## src/rtl/transport_grant_arbiter.sv

```systemverilog
// transport_grant_arbiter: bus/train grant arbiter gated by transport, one-hot grants, guard gap; ARB_HOLD_LIMIT_EN adds forced handover after MAX_HOLD cycles
module transport_grant_arbiter #(
    parameter int GAP_CYCLES = 1,
    parameter int MAX_HOLD   = 8,
    parameter int CNT_W      = 8
) (
    input  logic             clk,
    input  logic             rst,
    input  logic             transport,
    input  logic             bus_req,
    input  logic             train_req,
    output logic             bus,
    output logic             train,
    output logic             busy,
    output logic [CNT_W-1:0] grant_cnt
);
    typedef enum logic [1:0] {IDLE, BUS_GNT, TRAIN_GNT, GAP} state_t;

    state_t           state_q, state_d;
    logic             bus_q, train_q, busy_q;
    logic             last_train_q, last_train_d;
    logic [3:0]       gap_q, gap_d;
    logic [CNT_W-1:0] cnt_q, cnt_d;
    logic             own_req, oth_req, handover, pick_train;

    if (GAP_CYCLES < 1 || GAP_CYCLES > 15 || MAX_HOLD < 1 || MAX_HOLD > 255) begin : g_bad_param
        $error("transport_grant_arbiter: parameter out of range");
    end

    assign own_req    = (state_q == TRAIN_GNT) ? train_req : bus_req;
    assign oth_req    = (state_q == TRAIN_GNT) ? bus_req : train_req;
    assign pick_train = train_req && (!bus_req || !last_train_q);

`ifdef ARB_HOLD_LIMIT_EN
    logic [7:0] hold_q, hold_d;

    assign handover = (hold_q == 8'(MAX_HOLD)) && oth_req;
    assign hold_d   = (state_d != state_q) ? 8'd1 : (hold_q == 8'(MAX_HOLD)) ? hold_q : hold_q + 8'd1;

    // hold counter restarts on every state change and saturates at MAX_HOLD
    always_ff @(posedge clk or posedge rst) begin
        if (rst) hold_q <= '0;
        else     hold_q <= hold_d;
    end
`else
    assign handover = 1'b0;
`endif

    // next-state: arbitrate in IDLE, release on request/transport loss, time the guard gap
    always_comb begin
        state_d      = state_q;
        last_train_d = last_train_q;
        gap_d        = gap_q;
        cnt_d        = cnt_q;
        unique case (state_q)
            IDLE: begin
                if (transport && (bus_req || train_req)) begin
                    state_d      = pick_train ? TRAIN_GNT : BUS_GNT;
                    last_train_d = pick_train;
                    cnt_d        = (&cnt_q) ? cnt_q : cnt_q + 1'b1;
                end
            end
            BUS_GNT, TRAIN_GNT: begin
                if (!own_req || !transport || handover) begin
                    state_d = GAP;
                    gap_d   = 4'd1;
                end
            end
            GAP: begin
                state_d = (gap_q >= 4'(GAP_CYCLES)) ? IDLE : GAP;
                gap_d   = (gap_q >= 4'(GAP_CYCLES)) ? gap_q : gap_q + 4'd1;
            end
            default: state_d = IDLE;
        endcase
    end

    // state and registered grant/busy flags; async reset drops grants immediately
    always_ff @(posedge clk or posedge rst) begin
        if (rst) begin
            state_q      <= IDLE;
            bus_q        <= 1'b0;
            train_q      <= 1'b0;
            busy_q       <= 1'b0;
            last_train_q <= 1'b1;
            gap_q        <= '0;
            cnt_q        <= '0;
        end else begin
            state_q      <= state_d;
            bus_q        <= (state_d == BUS_GNT);
            train_q      <= (state_d == TRAIN_GNT);
            busy_q       <= (state_d != IDLE);
            last_train_q <= last_train_d;
            gap_q        <= gap_d;
            cnt_q        <= cnt_d;
        end
    end

    assign bus       = bus_q && transport;
    assign train     = train_q && transport;
    assign busy      = busy_q;
    assign grant_cnt = cnt_q;
endmodule

```

## config.mk

```make
export PLATFORM = sky130hd
export DESIGN_NAME = transport_grant_arbiter
export DESIGN_NICKNAME = d
export VERILOG_FILES = /design/src/rtl/transport_grant_arbiter.sv
export SDC_FILE = /design/constraint.sdc
export NUM_CORES = 1
export LEC_CHECK = 0
export ABC_AREA = 1
export ABC_CLOCK_PERIOD_IN_PS = 4150
export CAP_MARGIN = 10
export CORE_MARGIN = 2
export CORE_UTILIZATION = 45
export DETAILED_ROUTE_END_ITERATION = 16
export PLACE_DENSITY_LB_ADDON = 0.12
export SYNTH_ARGS = -nofsm -noshare
export SYNTH_HDL_FRONTEND = slang
export SYNTH_SLANG_ARGS = --single-unit
```

## constraint.sdc

```tcl
create_clock -name clk -period 4.15 [get_ports clk]
set_clock_uncertainty 0.2 [all_clocks]
set_input_delay 0.83 -clock clk [delete_from_list [all_inputs] [get_ports clk]]
set_output_delay 0.83 -clock clk [all_outputs]
set_load 0.02 [all_outputs]
```

==> metrics.md <==
| Metric | Value |
|---|---|
| Fin area | `1250 um2` |
| Crit path DAT | `2.17 ns` |
| Hold crit path type | `reg -> reg` |
| RePlAce Congestion | `0.742` |
| Avg WL per Cell | `10.7 um` |
| Worst hold start | `gap_q[3]$_DFFE_PP0P_` |
| Status | `finished clean` |
| Final hold violation count | `0` |
| Largest net degree at the start of global routing | `19` |
| Clk sinks | `18` |
| Yosys Warn Count | `0` |
| Cells after Synth | `130` |
| Max_slew headroom | `0.568` |
| Ports | `16` |
| WP buf/inv | `3` |
| Total negative slack | `0 ns` |
| Initial drt markers | `25` |
| Tmin final | `3.20 ns` |
| TritonCTS clock tree | `yes` |
| PwrDens | `645 nW/um2` |
| Die Footprint | `2710 um2` |
| CTS max path bufs | `2` |
| Mapped Nets | `143` |
| Initial Util | `0.475` |
| Hold path depth | `2` |
| Number of global-route vias before repair | `801` |
| Critical path startpoint category | `input pin` |
| Hold path endpoint | `gap_q[3]$_DFFE_PP0P_` |
| Final setup viols | `0` |
| Hold_buf cts | `0` |
| Antenna Nets Post-Route | `0` |
| Dpl ws | `0.965 ns` |
| Core Area | `2190 um2` |
| Total number of vias | `819` |
| Worst Setup End Kind | `primary output` |
| Final worst-path cycle share | `0.771` |
| Critical-path cell list | `clkdlybuf4s50_1 -> nand2_1 -> inv_1 -> clkdlybuf4s50_1` |
| Synthesis-stage register bit count | `18` |
| P&R area growth vs syn | `20.2%` |
| Post-Syn Area per Cell | `8.01 um2` |
| CP Data Required Time | `3.12 ns` |
| Skew-Pair Late Insertion Delay | `0.29 ns` |
| CTS H-tree lvls | `1` |
| Layout Cells excl Fill | `176` |
| Worst R2R Path Depth | `6` |
| Die Ht | `52.1 um` |
| Worst IR Drop VDD | `358 uV` |
| Mapped Area | `1040 um2` |
| GRT overflow | `0` |
| Inst Count DP | `172` |
| Residual DRC | `0` |
| RSZ-0062 raised after global routing | `no` |
| Worst stage delay on the critical path | `0.60 ns` |
| Routed WL | `1.88 mm` |
| Port bufs | `15` |
| Max Cap Viol | `0` |
| Crit path max-delay cell type | `clkdlybuf4s50_1` |
| Setup Crit Path Kind | `in -> out` |
| Dpl hpwl | `1.44 mm` |
| Post-route setup slack | `0.950 ns` |
| Most common cell on crit path | `clkdlybuf4s50_1` |
| Num rows | `17` |
| Slew @ Worst Pin | `0.647 ns` |
| CP Max Fanout | `6` |
| Leak | `0.627 nW` |
| Worst-path clk slew | `0.10 ns` |
| Overall routing resource usage | `0.170` |
| First-pass GRT wire length | `3.46 mm` |
| Clock root buffer | `clkbuf_4` |
| Max Clk Rate | `0.312 GHz` |
| Placed inst area | `1210 um2` |
| Number of buffers created by CTS | `3` |
| Vias per cell | `4.65` |
| Final Max Tran Viols | `0` |
| Setup repair bufs after CTS | `0` |
| Share of cells above drive strength 1 | `0.0608` |
| Critical path's top delay family | `buffers and inverters` |
| Post-CTS Resized | `0` |
| Detailed Routing Iterations Pass 1 | `4` |
| Min Hold Slack | `0.311 ns` |
| Post-synthesis cell type count | `22` |
| DIE WIDTH | `52.1 um` |
| Worst r2r src | `grant_cnt[0]$_DFFE_PP0P_` |
| Antenna violations before repair | `0` |
| RR Endpoint | `grant_cnt[7]$_DFFE_PP0P_` |
| Final #Nets | `162` |
| Register area share after synthesis | `0.434` |
| # diodes | `0` |
| FF-to-FF setup slack | `2.31 ns` |
-- cell families after synthesis --
logic type | Yosys count | synth area share
AND/OR/NAND/NOR | 64 | 0.255
XOR/XNOR | 7 | 0.0589
adder cells (fa/ha/maj) | 8 | 0.0962
AO/OA/AOI/OAI | 13 | 0.0769
buffers and inverters | 20 | 0.0793
flip-flops | 18 | 0.434
-- placed cells by master (no fill, tap or decap), types with 3 or more instances in the layout --
cell / n
nand2_1: 49
o21ai_0: 6
xor2_1: 4
inv_1: 19
dfrtp_1: 17
nand3_1: 5
clkdlybuf4s50_1: 15
nor2_1: 4
clkbuf_4: 3
xnor2_1: 3
ha_1: 8
-- power breakdown --
group / switching, W / total [W] / leakage, nW / internal [W]
clock network: 0.0000514 / 0.000105 / 0.0210 / 0.0000534
registers: 0.0000519 / 0.000291 / 0.229 / 0.000240
logic: 0.000245 / 0.000411 / 0.377 / 0.000166
-- worst max path at each step --
stage / start / depth (start not counted) / endpoint / slack (ns)
floorplan: transport / 2 / bus / 2.12
global placement: transport / 4 / bus / 1.00
detailed placement: transport / 4 / bus / 0.96
CTS: transport / 4 / bus / 0.96
global route: transport / 4 / bus / 0.89
finish: transport / 4 / bus / 0.95
-- per-stage QoR --
step	total power, W	util
floorplan	0.000583	-
global placement	0.000695	0.555
detailed placement	0.000710	0.555
CTS	0.000818	0.571
global route	0.000892	0.571
finish	0.000807	0.571
-- cells in the mapped netlist (all sizes together) --
cell / n / area (um2)
xnor2: 3 / 26.3
nand2: 49 / 184
o211ai: 1 / 7.51
a21boi: 1 / 7.51
o21ai: 9 / 52.6
buf: 1 / 11.3
nor3: 1 / 5.00
dfstp: 1 / 26.3
nor2: 5 / 26.3
or2: 1 / 6.26
o21a: 1 / 7.51
ha: 8 / 100
and2: 1 / 6.26
xor2: 4 / 35.0
inv: 19 / 71.3
nand3: 5 / 25.0
dfrtp: 17 / 425
nand4: 2 / 12.5
a21oi: 1 / 5.00
-- routing by layer --
metal | global-route usage | share of wire
met2 | 0.287 | 0.46
met3 | 0.0172 | 0.025
met5 | 0 | 0
met4 | 0.0658 | 0.0080
met1 | 0.224 | 0.51
-- state kept, by name, summed over array words and instances (netlist names) --
signal / flops
grant_cnt: 8
gap_q: 4
state_q: 2
bus_q: 1
busy: 1
last_train_q: 1
train_q: 1
-- final cells by class --
class | instances | area (um2)
clock buffer | 4 | 36.3
fill | 205 | 940
inverter | 19 | 71.3
multi-input combinational | 92 | 507
sequential | 18 | 452
tap | 28 | 35.0
timing repair buffer | 15 | 150
-- worst reg2reg max path: cells and delay by family (launching register included) --
kind / cells / cell delay, ns
buf+inv: 1 / 0.19
compound gates: 1 / 0.37
flops: 1 / 0.45
fa+ha+maj: 1 / 0.25
simple gates: 3 / 0.28
No activity file was read; power rests on OpenSTA's default activity.
==> RTL change 1 (same flow settings) <==
Re-encode `state_t` (4 states) as one-hot, 4 bits wide.
--- a/src/rtl/transport_grant_arbiter.sv
+++ b/src/rtl/transport_grant_arbiter.sv
@@ -14,7 +14,7 @@
     output logic             busy,
     output logic [CNT_W-1:0] grant_cnt
 );
-    typedef enum logic [1:0] {IDLE, BUS_GNT, TRAIN_GNT, GAP} state_t;
+    typedef enum logic [3:0] {IDLE = 4'b0001, BUS_GNT = 4'b0010, TRAIN_GNT = 4'b0100, GAP = 4'b1000} state_t;
 
     state_t           state_q, state_d;
     logic             bus_q, train_q, busy_q;
Formal check against the unedited RTL: no difference found for any inputs over 10 cycles, from zero or initial values and one cycle with rst high; not proved beyond that.
==> RTL change 1 against the unedited design <==
  * Sequential cell count up 2
  * Synthesized area rose by 6.3%
  * Clock power is 6% higher
  * Worst setup slack better by 0.041 ns
  * Total power fell by 9.1%
  * Critical path depth is the same
  * Design area grew 5.2%
  * Largest cell class unchanged
  * Utilization up 0.72 points
  * Routed wire length shrank 0.32%
==> RTL change 1: results (changes against the unedited design) <==
| Metric | Value |
|---|---|
| Worst IR drop on VDD | `0.323 mV (-9.7%)` |
| Prevailing post-synth register cell | `dfrtp_1` |
| RD Place Congestion | `0.828 (+12%)` |
| Largest net degree at the start of global routing | `21 (+2)` |
| Seq/Total Area, Yosys | `0.455 (+0.0209)` |
| Dpl hpwl | `1.43 mm (-1.1%)` |
| Critical Path Fanout Max | `4 (-2)` |
| Synth cell count leaders | `44 x nand2_1, 18 x dfrtp_1, 15 x inv_1` |
| Worst-path clk slew | `0.11 ns` |
| Met3 routed WL | `76 um (+58%)` |
| Sw Share | `0.399 (-0.0331)` |
| Router iterations before antenna repair | `4 (unchanged)` |
| Vias in the first global route | `781 (-2.5%)` |
| Top cells by area, synth | `dfrtp_1 41%, nand2_1 15%, inv_1 5.1%, dfstp_2 4.8%, ha_1 4.5%` |
| Final period utilization | `0.761 (-0.00987)` |
| Max_slew headroom | `0.510 (-0.0583)` |
| Met2 wire length | `791 um (-8.3%)` |
| Total GRT Usage | `0.163 (-0.00771)` |
| First-pass GRT wire length | `3.33 mm (-3.6%)` |
| Yosys cell types | `22 (unchanged)` |
| Clock Tree Buf Depth | `2 (unchanged)` |
| Setup slack, reg-to-reg | `2.37 ns (+0.06 ns)` |
| Critical Path AT | `2.13 ns (-0.04 ns)` |
| Met1 WL | `991 um (+3.7%)` |
| LEAKAGE | `0.654 nW (+4.3%)` |
| H-tree Lvls | `1 (unchanged)` |
| Layout cells sized above 1 | `0.147 (+0.0859)` |
| Combinational share of power | `0.429 (-0.080)` |
| Pre-CTS worst setup slack | `0.996 ns (+0.0310 ns)` |
| Initial antenna violation count | `0 (unchanged)` |
| Root Buffer | `clkbuf_4` |
| N_diodes | `0 (unchanged)` |
| Net Count, Synth | `141 (-1.4%)` |
| Status | `completed` |
| Post-CTS Setup Inserts | `0 (unchanged)` |
| Num CTS Buffers | `3 (unchanged)` |
| Hold slack final | `0.317 ns (+0.00635 ns)` |
| Post-layout net count | `160 (-1.2%)` |
| Routed vias | `820 (+0.12%)` |
| Clock Latency Late Sink | `0.29 ns (about the same)` |
| WL final | `1.88 mm (-0.32%)` |
| Ys Warns | `0 (unchanged)` |
| Max reg flops | `8 (unchanged)` |
| DR iter-0 viols | `16 (-36%)` |
| IO buf count | `15 (unchanged)` |
[RTL change 1: cell count changes after synthesis, moves of 3 or more]
cell,delta
ha_1,-4
inv_1,-4
nand2_1,-5
nand3_2,+3
nor2_1,+7
nor2_2,+3
o21ai_0,-6
o21ai_1,+4
[RTL change 1: worst max-delay path: stages]
cell and delay (ns):
clkdlybuf4s50_1 0.58, nand2_1 0.08, inv_1 0.06, clkdlybuf4s50_1 0.59
[RTL change 1: cell families (layout without fill, tap and decap cells)]
group                    Yosys count  in the layout  synth area share
AO/OA/AOI/OAI                      8              8            0.0453
XOR/XNOR                           8              8            0.0701
adder cells (fa/ha/maj)            4              4            0.0453
buffers and inverters             18             36            0.0679
flip-flops                        20             20             0.455
AND/OR/NAND/NOR                   74             74             0.317
[RTL change 1: metrics by stage]
step | power, mW | utilization | instance area (um2) | cells
finish | 0.733 | 0.578 | 1320 | 178
CTS | 0.745 | 0.578 | 1320 | 178
global placement | 0.620 | 0.562 | 1280 | 174
global route | 0.800 | 0.578 | 1320 | 178
floorplan | 0.540 | - | 1110 | 132
detailed placement | 0.630 | 0.562 | 1280 | 174
[RTL change 1: worst paths after layout]
check	startpoint	to	cells after the start
setup / recovery	transport	bus	4
hold / removal	gap_q[1]	gap_q[1]	2
setup reg to reg	grant_cnt[1]	grant_cnt[5]	8
hold reg to reg	gap_q[1]	gap_q[1]	2
max in group asynchronous	rst	bus_q	2
min in group asynchronous	rst	grant_cnt[5]	2
[RTL change 1: cell type report]
type | count | area, um2
fillers | 210 | 960
multi-input cells | 94 | 528
well taps | 28 | 35.0
clock buffers | 4 | 36.3
flip-flops and latches | 20 | 503
inverters | 17 | 63.8
repair buffers | 15 | 150
[RTL change 1: power groups by stage]
| stage | combinational [mW] | clock [mW] | sequential (mW) |
|---|---|---|---|
| 2_1_floorplan | 0.211 | 0 | 0.330 |
| 3_3_place_gp | 0.311 | 0 | 0.309 |
| 3_5_place_dp | 0.318 | 0 | 0.312 |
| 4_1_cts | 0.320 | 0.119 | 0.307 |
| 5_1_grt | 0.360 | 0.124 | 0.316 |
| 6_report | 0.315 | 0.111 | 0.308 |
[RTL change 1: metal layers]
metal,vias to the layer above,GRT usage
met5,-,0
met4,0,0.0641
met3,2,0.0333
met2,16,0.247
met1,360,0.227
li1,442,-
==> RTL change 2 (same settings) <==
Made on the original files. Build with the macro `ARB_HOLD_LIMIT_EN` defined.
--- a/src/rtl/transport_grant_arbiter.sv
+++ b/src/rtl/transport_grant_arbiter.sv
@@ -1,4 +1,6 @@
 // transport_grant_arbiter: bus/train grant arbiter gated by transport, one-hot grants, guard gap; ARB_HOLD_LIMIT_EN adds forced handover after MAX_HOLD cycles
+`define ARB_HOLD_LIMIT_EN
+
 module transport_grant_arbiter #(
     parameter int GAP_CYCLES = 1,
     parameter int MAX_HOLD   = 8,
Function: changed (a bounded check fails within 10 cycles, from zero or initial values and one cycle with rst high).
==> RTL change 2 against the unedited design <==
  * Sequential cell count increased by 8
  * Non-clock buffer count unchanged
  * Routed wire length increased by 35%
  * Sequential power increased by 30%
  * Worst setup slack improved by 0.074 ns
  * Total power increased by 38%
  * Synthesized area increased by 42%
  * Design area increased by 38%
  * Utilization decreased by 0.81 points
  * Critical path type unchanged
  * Largest power group unchanged
  * Highest routed layer unchanged
==> RTL change 2: results (changes against the unedited design) <==
| Metric | Value |
|---|---|
| Die width | `61.3 um (+18%)` |
| Critical Path AT | `2.10 ns (-0.07 ns)` |
| Clock network area share | `0.0303 (+0.00132)` |
| Met3 routed WL | `55 um (+15%)` |
| Flip-flop and latch area | `652 um2 (+44%)` |
| Buffering overhead | `0.0866 (-0.0334)` |
| Area occupied by multi-input gates | `717 um2 (+41%)` |
| Met1 WL | `1.24 mm (+29%)` |
| Dpl hpwl | `2.01 mm (+39%)` |
| Wire length per cell | `11.1 um (+4.0%)` |
| Layout cells sized above 1 | `0.189 (+0.128)` |
| Final cell count without fillers | `229 (+30%)` |
| Fill cell count | `282 (+38%)` |
| First-pass GRT wire length | `4.63 mm (+34%)` |
| Worst IR drop on VDD | `0.370 mV (+3.6%)` |
| Critical Path Fanout Max | `5 (-1)` |
| Multi-Input Combinational | `112 (+22%)` |
| R2r worst-path depth | `14 (+8)` |
| Met2 wire length | `1.23 mm (+43%)` |
| Clock Latency Late Sink | `0.32 ns (+0.03 ns)` |
| Pre-CTS worst setup slack | `1.02 ns (+0.0569 ns)` |
| Status | `completed` |
| Clk_buf instances | `3 (-1)` |
| Total GRT Usage | `0.164 (-0.00665)` |
| Largest net degree at the start of global routing | `27 (+8)` |
-- RTL change 2: cell count changes in the layout (fill, tap and decap cells not counted), moves of 3 or more --
| cell | before | now |
|---|---|---|
| xor2_1 | 4 | 9 |
| nor2_2 | 0 | 12 |
| nor2_1 | 4 | 7 |
| nand3_1 | 5 | 11 |
| inv_1 | 19 | 25 |
| nand2_1 | 49 | 31 |
| nand2_2 | 0 | 6 |
| dfrtp_1 | 17 | 25 |
-- RTL change 2: cell families (layout without fill, tap and decap cells) --
kind of cell,count (synthesis),count (layout),synth area share
adders and majority gates,9,9,0.0763
buffers and inverters,28,47,0.0721
and+or+nand+nor,76,76,0.265
AOI/OAI and AO/OA,13,13,0.0602
muxes,1,1,0.00763
DFF,26,26,0.442
xor gates and xnor gates,13,13,0.0772
-- RTL change 2: metal layers --
metal  vias to the layer above  GRT usage
met5                         -          0
met4                         0     0.0621
met3                         4     0.0189
met2                        10      0.274
met1                       494      0.218
li1                        552          -
-- RTL change 2: worst paths after layout --
kind / start / endpoint / slack (ns)
max: transport / train / 1.02
min: last_train_q / last_train_q / 0.29
max reg2reg: state_q[0] / hold_q[4] / 2.12
min reg2reg: last_train_q / last_train_q / 0.29
max in group asynchronous: rst / gap_q[2] / 2.33
min in group asynchronous: rst / grant_cnt[0] / 0.83
-- RTL change 2: tightest hold or removal path, stage by stage, from the launching register on --
cell,delay [ns]
dfstp_2,0.40
nand2_1,0.06
nand2_1,0.05
-- RTL change 2: power by group --
| group | internal [mW] | switching [mW] |
|---|---|---|
| sequential | 0.325 | 0.0533 |
| combinational | 0.205 | 0.355 |
| clock | 0.0976 | 0.0769 |
